**src/rtl/apb_mem_bridge.sv**
```systemverilog
// Bridges single RV32I load/store requests from the core FSM onto an APB completer.
// Define APB_TIMEOUT_EN to abort ACCESS after TIMEOUT_CYCLES cycles without pready.
module apb_mem_bridge #(
  parameter int unsigned TIMEOUT_CYCLES = 16
) (
  input  logic        clk,
  input  logic        rst,
  input  logic        mem_read_en,
  input  logic        mem_write_en,
  input  logic [31:0] addr,
  input  logic [31:0] wdata,
  input  logic [2:0]  funct3,
  output logic [31:0] rdata,
  output logic        busy,
  output logic        done,
  output logic        err,
  output logic [31:0] paddr,
  output logic [31:0] pwdata,
  output logic        psel,
  output logic        penable,
  output logic        pwrite,
  output logic [3:0]  pstrb,
  input  logic        pready,
  input  logic        pslverr,
  input  logic [31:0] prdata
);

  typedef enum logic [1:0] {StIdle, StSetup, StAccess} state_e;

  state_e      state_q, state_d;
  logic        req, req_conflict, req_legal;
  logic        size_ok, aligned;
  logic [3:0]  strb_req;
  logic [31:0] wdata_req;
  logic        timeout;

  logic [31:0] paddr_q, pwdata_q, rdata_q, rdata_ext;
  logic [3:0]  pstrb_q;
  logic        pwrite_q, done_q, err_q;
  logic [2:0]  funct3_q;
  logic [1:0]  off_q;
  logic [7:0]  lane_b;
  logic [15:0] lane_h;

  assign req          = mem_read_en ^ mem_write_en;
  assign req_conflict = mem_read_en & mem_write_en;
  assign req_legal    = req & size_ok & aligned;

  // Decode size, alignment, strobes and lane-replicated store data of the incoming request.
  always_comb begin
    size_ok   = 1'b0;
    aligned   = 1'b0;
    strb_req  = 4'b0000;
    wdata_req = wdata;
    case (funct3)
      3'b000: begin
        size_ok   = 1'b1;
        aligned   = 1'b1;
        strb_req  = 4'b0001 << addr[1:0];
        wdata_req = {4{wdata[7:0]}};
      end
      3'b001: begin
        size_ok   = 1'b1;
        aligned   = ~addr[0];
        strb_req  = 4'b0011 << addr[1:0];
        wdata_req = {2{wdata[15:0]}};
      end
      3'b010: begin
        size_ok  = 1'b1;
        aligned  = (addr[1:0] == 2'b00);
        strb_req = 4'b1111;
      end
      3'b100: begin
        size_ok = mem_read_en;
        aligned = 1'b1;
      end
      3'b101: begin
        size_ok = mem_read_en;
        aligned = ~addr[0];
      end
      default: ;
    endcase
    if (!mem_write_en) strb_req = 4'b0000;
  end

`ifdef APB_TIMEOUT_EN
  localparam int unsigned CntW = $clog2(TIMEOUT_CYCLES + 1);
  logic [CntW-1:0] cnt_q;

  always_ff @(posedge clk) begin
    if (rst || state_q != StAccess) begin
      cnt_q <= '0;
    end else if (!pready) begin
      cnt_q <= cnt_q + 1'b1;
    end
  end

  assign timeout = (state_q == StAccess) && !pready && (cnt_q == CntW'(TIMEOUT_CYCLES - 1));
`else
  // The parameter only matters when the timeout is built in.
  logic unused_timeout_cfg;
  assign unused_timeout_cfg = ^TIMEOUT_CYCLES;
  assign timeout = 1'b0;
`endif

  always_ff @(posedge clk) begin
    if (rst) begin
      state_q <= StIdle;
    end else begin
      state_q <= state_d;
    end
  end

  always_comb begin
    state_d = state_q;
    unique case (state_q)
      StIdle:   if (req_legal) state_d = StSetup;
      StSetup:  state_d = StAccess;
      StAccess: if (pready || timeout) state_d = StIdle;
      default:  state_d = StIdle;
    endcase
  end

  always_comb begin
    busy    = (state_q != StIdle);
    psel    = (state_q != StIdle);
    penable = (state_q == StAccess);
    paddr   = paddr_q;
    pwdata  = pwdata_q;
    pstrb   = pstrb_q;
    pwrite  = pwrite_q;
    rdata   = rdata_q;
    done    = done_q;
    err     = err_q;
  end

  // Load data extraction from the lane selected by the latched byte offset.
  always_comb begin
    lane_b = prdata[7:0];
    case (off_q)
      2'd1:    lane_b = prdata[15:8];
      2'd2:    lane_b = prdata[23:16];
      2'd3:    lane_b = prdata[31:24];
      default: lane_b = prdata[7:0];
    endcase
    lane_h = off_q[1] ? prdata[31:16] : prdata[15:0];
    case (funct3_q)
      3'b000:  rdata_ext = {{24{lane_b[7]}}, lane_b};
      3'b001:  rdata_ext = {{16{lane_h[15]}}, lane_h};
      3'b100:  rdata_ext = {24'd0, lane_b};
      3'b101:  rdata_ext = {16'd0, lane_h};
      default: rdata_ext = prdata;
    endcase
  end

  always_ff @(posedge clk) begin
    if (rst) begin
      paddr_q  <= '0;
      pwdata_q <= '0;
      pstrb_q  <= '0;
      pwrite_q <= 1'b0;
      funct3_q <= '0;
      off_q    <= '0;
      rdata_q  <= '0;
      done_q   <= 1'b0;
      err_q    <= 1'b0;
    end else begin
      done_q <= 1'b0;
      err_q  <= 1'b0;
      if (state_q == StIdle) begin
        if (req_conflict || (req && !req_legal)) begin
          done_q <= 1'b1;
          err_q  <= 1'b1;
        end else if (req_legal) begin
          paddr_q  <= {addr[31:2], 2'b00};
          pwdata_q <= wdata_req;
          pstrb_q  <= strb_req;
          pwrite_q <= mem_write_en;
          funct3_q <= funct3;
          off_q    <= addr[1:0];
        end
      end else if (state_q == StAccess && (pready || timeout)) begin
        done_q <= 1'b1;
        err_q  <= pready ? pslverr : 1'b1;
        if (pready && !pslverr && !pwrite_q) rdata_q <= rdata_ext;
      end
    end
  end

endmodule

```
**config.mk**
```make
export PLATFORM = sky130hd
export DESIGN_NAME = apb_mem_bridge
export DESIGN_NICKNAME = d
export VERILOG_FILES = /design/src/rtl/apb_mem_bridge.sv
export SDC_FILE = /design/constraint.sdc
export NUM_CORES = 1
export LEC_CHECK = 0
export ABC_AREA = 0
export CORE_MARGIN = 2
export CORE_UTILIZATION = 44
export CTS_CLUSTER_SIZE = 12
export DETAILED_ROUTE_END_ITERATION = 12
export HOLD_SLACK_MARGIN = 0.15
export PLACE_DENSITY_LB_ADDON = 0.1
export SLEW_MARGIN = 0
export SYNTH_ARGS = -nofsm -noshare
export SYNTH_HDL_FRONTEND = slang
export SYNTH_SLANG_ARGS = --single-unit
```
**constraint.sdc**
```tcl
create_clock -name clk -period 2.05 [get_ports clk]
set_clock_uncertainty 0.05 [all_clocks]
set_input_delay 0.205 -clock clk [delete_from_list [all_inputs] [get_ports clk]]
set_output_delay 0.205 -clock clk [all_outputs]
set_load 0.03 [all_outputs]
```
Word level (Yosys, flattened, before mapping)

Cells that the tools add are included.
Widths: inputs -> output; s select.

Bitwise operators: 7
Mux-type cells: 17
Eq/ne operators: 14
Shift operators: 2
Reductions and logical operators: 20

Operators by type and width:

| kind                | count |
|---|---|
| $pmux 32 s4         | 1 |
| $pmux 32 s2         | 1 |
| $pmux 8 s3          | 1 |
| $mux 16             | 1 |
| $eq 3x3->1 const B  | 4 |
| $pmux 4 s3          | 1 |
| $eq 2x2->1 const B  | 3 |
| $eq 3x1->1 const B  | 2 |
| $logic_not 3->1     | 2 |
| $mux 1              | 6 |
| $pmux 2 s3          | 1 |
| $reduce_and 3->1    | 2 |
| $reduce_or 2->1     | 3 |
| $eq 2x1->1 const B  | 2 |
| $logic_and 1x1->1   | 4 |
| $logic_not 2->1     | 2 |
| $mux 2              | 2 |
| $mux 4              | 1 |
| $shl 1x2->4 const A | 1 |
| $shl 2x2->4 const A | 1 |
| $and 1x1->1         | 3 |
| $eq 3x2->1 const B  | 1 |
| $logic_not 1->1     | 3 |
| $not 1->1           | 3 |
| other kinds (9)     | 9 |

Bits in registers: 108
Logic and storage cells: 70
Output and inout bits: 106

Depth between registers and ports, before layout

Gate-level depths: netlist (run 1).

Word-level depth: 10
Depth in mapped cells: 7

Least setup slack after synthesis (run 1)

No wires, ideal clock.

Kind: flip-flop to flip-flop
Start: reg off_q[1]
End: reg rdata_q[21], in the netlist rdata[21]
Setup time: 0.120 ns
Buffers on the path: 2
Stages on the path, launching flop included: 7
Setup slack: 0.440 ns
Arrival time: 1.441 ns
Cells stage by stage: dfxtp_1 > buf_4 > mux4_2 > mux2i_1 > o31a_2 > buf_6 > a21oi_1

Cells in the longest elaborated chain, start to end: 3

Ends and longest elaborated chain:

| element                                         | line | source |
|---|---|---|
| start, declared                                 | 41   | `logic [1:0] off_q;` |
| start signal, assigned                          | 180  | `off_q <= addr[1:0];` |
| $eq 2x2->1 / $eq 2x1->1 (equally long branches) | 140  | `case (off_q)` |
| $pmux 8 s3                                      | 140  |  |
| $pmux 32 s4 *                                   | 147  | `case (funct3_q)` |
| end signal, assigned                            | 185  | `if (pready && !pslverr && !pwrite_q) rdata_q <= rdata_ext;` |
| end, declared                                   | 37   | `logic [31:0] paddr_q, pwdata_q, rdata_q, rdata_ext;` |

Every way passes the cells marked *; elsewhere a longest branch is shown, timed or not.
A chain may end at the register's enable or synchronous reset.

Worst setup path after layout (run 1)

Start: reg state_q[1]
End: out psel

Cells in the longest elaborated chain, start to end: 1

Ends and longest elaborated chain:

| element                | line | source |
|---|---|---|
| start, declared        | 30   | `state_e state_q, state_d;` |
| start signal, assigned | 108  | `state_q <= StIdle;` |
| start signal, assigned | 110  | `state_q <= state_d;` |
| $reduce_bool 2->1      | 126  | `psel = (state_q != StIdle);` |
| end, declared          | 19   | `output logic psel,` |

No other way between the ends.

==> results of run 1 <==
## cells in the mapped netlist (2+ instances only)
cell | count | area share
a211oi_1 | 10 | 0.014
nand2_1 | 58 | 0.041
buf_2 | 16 | 0.015
o211ai_1 | 8 | 0.011
dfxtp_1 | 108 | 0.41
mux2_2 | 8 | 0.017
or3b_2 | 2 | 0.0033
o41ai_2 | 8 | 0.024
nand4_1 | 44 | 0.052
buf_6 | 2 | 0.0042
buf_4 | 13 | 0.018
a31o_2 | 7 | 0.012
o21ai_0 | 28 | 0.026
a31oi_1 | 16 | 0.019
nor3_1 | 17 | 0.016
a2111oi_0 | 4 | 0.0066
a2111oi_1 | 4 | 0.0075
nor2_1 | 15 | 0.011
clkinv_1 | 2 | 0.0014
nor3_4 | 2 | 0.0061
a311oi_1 | 8 | 0.013
a21oi_1 | 75 | 0.071
clkbuf_1 | 41 | 0.029
o31ai_1 | 44 | 0.062
a21o_1 | 2 | 0.0028
inv_1 | 3 | 0.0021
mux2i_1 | 29 | 0.055
nand3_1 | 8 | 0.0075
nor2b_1 | 13 | 0.015
## timing repair
action	in CTS	in global routing
endpoints found under the setup margin	0	8
resized for setup	0	3
hold buffers	0	0
## flip-flops by register name, summed over array words and instances, names as in the netlist
| register | cells |
|---|---|
| pwrite | 1 |
| err | 1 |
| state_q | 2 |
| done | 1 |
| rdata | 32 |
| paddr | 30 |
| pwdata | 32 |
| funct3_q | 3 |
| off_q | 2 |
| pstrb | 4 |
## worst max-delay path, cell delays in order, from the launching register on
cell	delay, ns
dfxtp_1	0.35
nor2_1	0.26
inv_1	0.12
clkdlybuf4s50_1	0.61
## layout by cell type, fill, tap and decap left out, types with 9 or more instances in the layout
cell / synthesis / final
a211oi_1: 10 / 10
a21oi_1: 75 / 74
a31oi_1: 16 / 16
buf_4: 13 / 29
clkbuf_16: 0 / 9
clkdlybuf4s50_1: 0 / 205
dfxtp_1: 108 / 108
mux2i_1: 29 / 29
nand2_1: 58 / 58
nand4_1: 44 / 44
nor2_1: 15 / 15
nor2b_1: 13 / 13
nor3_1: 17 / 17
o21ai_0: 28 / 28
o31ai_1: 44 / 44
## metal layers
layer / track usage / wire, um
met1: 0.344 / 7530
met5: 0 / 0
met2: 0.428 / 8370
met3: 0.0664 / 1340
met4: 0.0821 / 276
## cell type report
class                      instances  area, um^2  area share
clock buffer                      11         253      0.0319
clock inverter                     5        50.0     0.00631
inverter                           5        18.8     0.00237
multi-input combinational        429        2800       0.354
sequential                       108        2160       0.273
tap                              147         184      0.0232
timing repair buffer             245        2460       0.310
## stage by stage
stage          instances  worst slack, ns  total power [uW]  hold WS (ns)
5_1_grt              950          0.00345              5470         0.358
3_5_place_dp         934           0.0338              3520         0.399
4_1_cts              950           0.0457              5290         0.317
2_1_floorplan        615            0.440              2940         0.298
6_report             950           0.0993              5260         0.332
3_3_place_gp         934           0.0578              3500         0.394
## worst min path at each step
stage                           from          to  cells after the start
after floorplan           prdata[31]   rdata[31]                      2
after global placement    pwdata[29]  pwdata[29]                      2
after detailed placement  pwdata[24]  pwdata[24]                      2
after CTS                        rst    pstrb[0]                      4
after global routing             rst    pstrb[0]                      4
final                            rst    pstrb[0]                      4
## cell families after synthesis
logic type	Yosys count	synth area share
other	1	0.000705
adder cells (fa/ha/maj)	1	0.00235
multiplexers	38	0.0757
AO/OA/AOI/OAI	219	0.277
AND/OR/NAND/NOR	169	0.167
flip-flops	108	0.406
buffers and inverters	78	0.0708
## power by group through the flow
stage	registers (uW)	clock network, uW	logic [uW]
after floorplan	2430	0	512
after global placement	2280	0	1210
after detailed placement	2280	0	1230
after CTS	2240	1810	1240
after global routing	2250	1900	1320
final	2240	1780	1240
==> impl_metrics.ini, run 1 <==
[floorplanning]
num_rows = 40
core_um2 = 11900
die_w_um = 114
boundaryPins = 211
die_area_um2 = 13000
fp.dieH_um = 114
start_util = 0.447

[placement]
place_hpwl_mm = 12.6
port_buffers = 208
place.gp.congestion = 0.889
dpl_cell_area_um2 = 7620

[cts]
clock-sinks = 108
clock-root-buffer = clkbuf_16
htreeDepth = 3
cts.clk_slew.worst_paths_ns = 0.07
cts_setup_buffers = 0
ctsLongestPathBuffers = 2
numCtsBuffers = 9
clk_latency_ns = 0.35
cts_tree = yes

[cells_and_area]
nNetsFinal = 904
nFillCells = 1008
area_growth_pct = 49.0
finalCoreUtilization = 0.666
drive_gt1_frac = 0.116
finalInstanceArea_um2 = 7930
antennaDiodeCount = 0

[sta]
hold_viol = 0
worstMarginPinSlew_ns = 0.642
fin_crit_ns = 1.95
setup-tns-final_ns = 0
finalSetupViolCount = 0
slew_violations = 0
slew_headroom = 0.571
rsz0062_at_grt = false
finalCritPeriodShare = 0.952
fmax_mhz = 513

[critical_path]
arrival_ns = 1.70
crit_end = psel
path_class = reg -> out
required_ns = 1.79
crit_start = state_q[1]
critPathLaunchType = register
r2r_setup_slack_ns = 0.19
r2r-end = rdata[6]
r2r-start = off_q[1]
endpoint_kind = output port
critical_path.max_fanout = 6
r2r_cells = 5

[grt]
gr-total-overflow = 0
grtUsageTotal = 0.263
grt_pass1_vias = 5257
grt_max_degree = 51
grt_pass1_wl_mm = 27.3
antenna_found_initial = 0

[pwr]
pwr-share-seq = 0.425
comb_power_share = 0.236
vdd_ir_drop_max_v = 0.000547
p_switching_uw = 1520
power.internal_uw = 3740
p_sw_frac = 0.290
pwr-share-clk = 0.338
powerDensity_nw_per_um2 = 664
p_leak_uw = 0.00278

[drt]
wl_mm = 17.5
drc_errors = 0
ant_nets = 0
wl_per_cell_um = 18.4
first_iter_violations = 527
dr.pass1.iters = 5
viasPerCell = 5.88
vias = 5589

[logic_synthesis]
ys_seq_area_frac = 0.406
syn_area_um2 = 5320
ys_ff_latch = 108
yosysUniqueCellTypes = 48
synth_edf_count = 0
synth_cells = 614
postSynthAreaPerCell_um2 = 8.67
async_reset_ff_frac = 0
yosys_warnings = 0
yosys_most_used_dff = dfxtp_1

[min_path]
hold_class = in -> reg

[run]
cap_violations = 0

[outcome]
status = finished clean
Power figures use the tool's default switching activity.
==> run 2: changes to the inputs <==
Settings changed: CORE_UTILIZATION 44 to 47, SLEW_MARGIN 0 to default.
Clock period 2.05 ns to 2.4 ns, I/O delays scaled along.
==> impl_metrics.ini, run 2 (same netlist as run 1, synthesis figures left out) <==
[sta]
slew_headroom = 0.578
slew_violations = 0
fin_crit_ns = 2.07
fmax_mhz = 483
finalCritPeriodShare = 0.864
setup-tns-final_ns = 0
hold_viol = 0
finalSetupViolCount = 0
whs_ns = 0.333
rsz0062_at_grt = false
setup_ws_ns = 0.328
worstMarginPinSlew_ns = 0.633

[drt]
wl_per_cell_um = 19.3
vias = 5665
ant_nets = 0
dr.pass1.iters = 5
wl_mm = 18.0
drc_errors = 0
viasPerCell = 6.10
first_iter_violations = 410

[pwr]
totalPowerFinal_uw = 4430
powerDensity_nw_per_um2 = 571
p_leak_uw = 0.00265
vdd_ir_drop_max_v = 0.000336

[cts]
ctsLongestPathBuffers = 2
cts.clk_slew.worst_paths_ns = 0.07
cts_setup_buffers = 0
clock-sinks = 108
htreeDepth = 3
clock-root-buffer = clkbuf_16
clk_latency_ns = 0.34
cts_resized = 0
cts_tree = yes
numCtsBuffers = 9
hold_buffers = 0

[cells_and_area]
antennaDiodeCount = 0
area_growth_pct = 45.8
layout.area.seq_um2 = 2160
nFillCells = 877
mostFrequentLayoutCell = clkdlybuf4s50_1
layout_common_cells = clkdlybuf4s50_1, dfxtp_1, a21oi_1
nNetsFinal = 890
drive_gt1_frac = 0.0976
multi_input_area_um2 = 2800

[critical_path]
path_class = reg -> reg
r2r-start = funct3_q[0]
critPathLaunchType = register
path_cells = nand2b_4, a21oi_1, nor3_1, a2111oi_0
r2r-end = rdata[5]
endpoint_kind = register
slowest_stage = a21oi_1
critical_path.max_fanout = 15
r2r_setup_slack_ns = 0.33
r2r_cells = 4
slowest_delay_ns = 0.56
required_ns = 2.55
arrival_ns = 2.22

[min_path]
hold_class = in -> reg
hold_path_end = pstrb[0]
whs_path_depth = 4
hold_path_startpoint = rst

[outcome]
status = finished clean

[floorplanning]
boundaryPins = 211
fp.dieH_um = 110
core_um2 = 10900
die_w_um = 110
die_area_um2 = 12200
num_rows = 38
start_util = 0.487

[placement]
port_buffers = 208
place.gp.congestion = 0.845
place_ws_ns = 0.177
place_hpwl_mm = 12.4

[run]
cap_violations = 0

[grt]
grt_pass1_wl_mm = 29.0
grtUsageTotal = 0.286
antenna_found_initial = 0
gr-total-overflow = 0
grt_max_degree = 81
grt_pass1_vias = 5652
run 2: changes by cell type in the layout (fill, tap and decap cells not counted), sizes merged:
cell | previous run | this run
buf | 38 | 24
clkinvlp | 0 | 1
dlymetal6s2s | 2 | 0
clkdlybuf4s50 | 205 | 207
clkbuf | 11 | 10
run 2: layout make-up:
| class | instances | share of cell area |
|---|---|---|
| Timing Repair Buffer | 231 | 0.298 |
| Clock inverter | 6 | 0.00838 |
| Tap cell | 140 | 0.0226 |
| Sequential cell | 108 | 0.279 |
| Clock buffer | 10 | 0.0295 |
| Multi-Input combinational cell | 429 | 0.361 |
| Inverter | 5 | 0.00242 |
run 2: stage by stage:
step / area, um^2 / cells / utilization
after CTS: 7760 / 929 / 0.710
after global placement: 7470 / 913 / 0.683
after floorplan: 5330 / 615 / -
after global routing: 7760 / 929 / 0.710
after detailed placement: 7470 / 913 / 0.683
final: 7760 / 929 / 0.710
run 2: per-layer routing:
metal,GRT usage,up-vias,wire length (um)
li1,-,2654,-
met1,0.350,2709,7430
met2,0.477,264,8570
met3,0.0757,38,1400
met4,0.118,0,554
met5,0,-,0
run 2: power breakdown:
part | internal [uW] | switching [uW]
registers | 1860 | 48.8
logic | 447 | 590
clock network | 810 | 672
run 2: worst max path at each step:
stage | from | endpoint | slack (ns)
floorplan | off_q[1] | rdata[21] | 0.79
global placement | pready | rdata[6] | 0.23
detailed placement | pready | rdata[5] | 0.18
CTS | state_q[1] | penable | 0.39
global route | funct3_q[0] | rdata[5] | 0.14
finish | funct3_q[0] | rdata[5] | 0.33
run 2: critical path, delay by kind of cell (launching register included):
family / cells / cell delay (ns)
AOI/OAI and AO/OA: 2 / 1.01
DFF: 1 / 0.47
and+or+nand+nor: 2 / 0.40
==> run 3: changes to the inputs <==
Settings changed: CAP_MARGIN from default to 10.
==> results of run 3 <==
The final DEF is identical to that of run 2; final timing and power are the same.
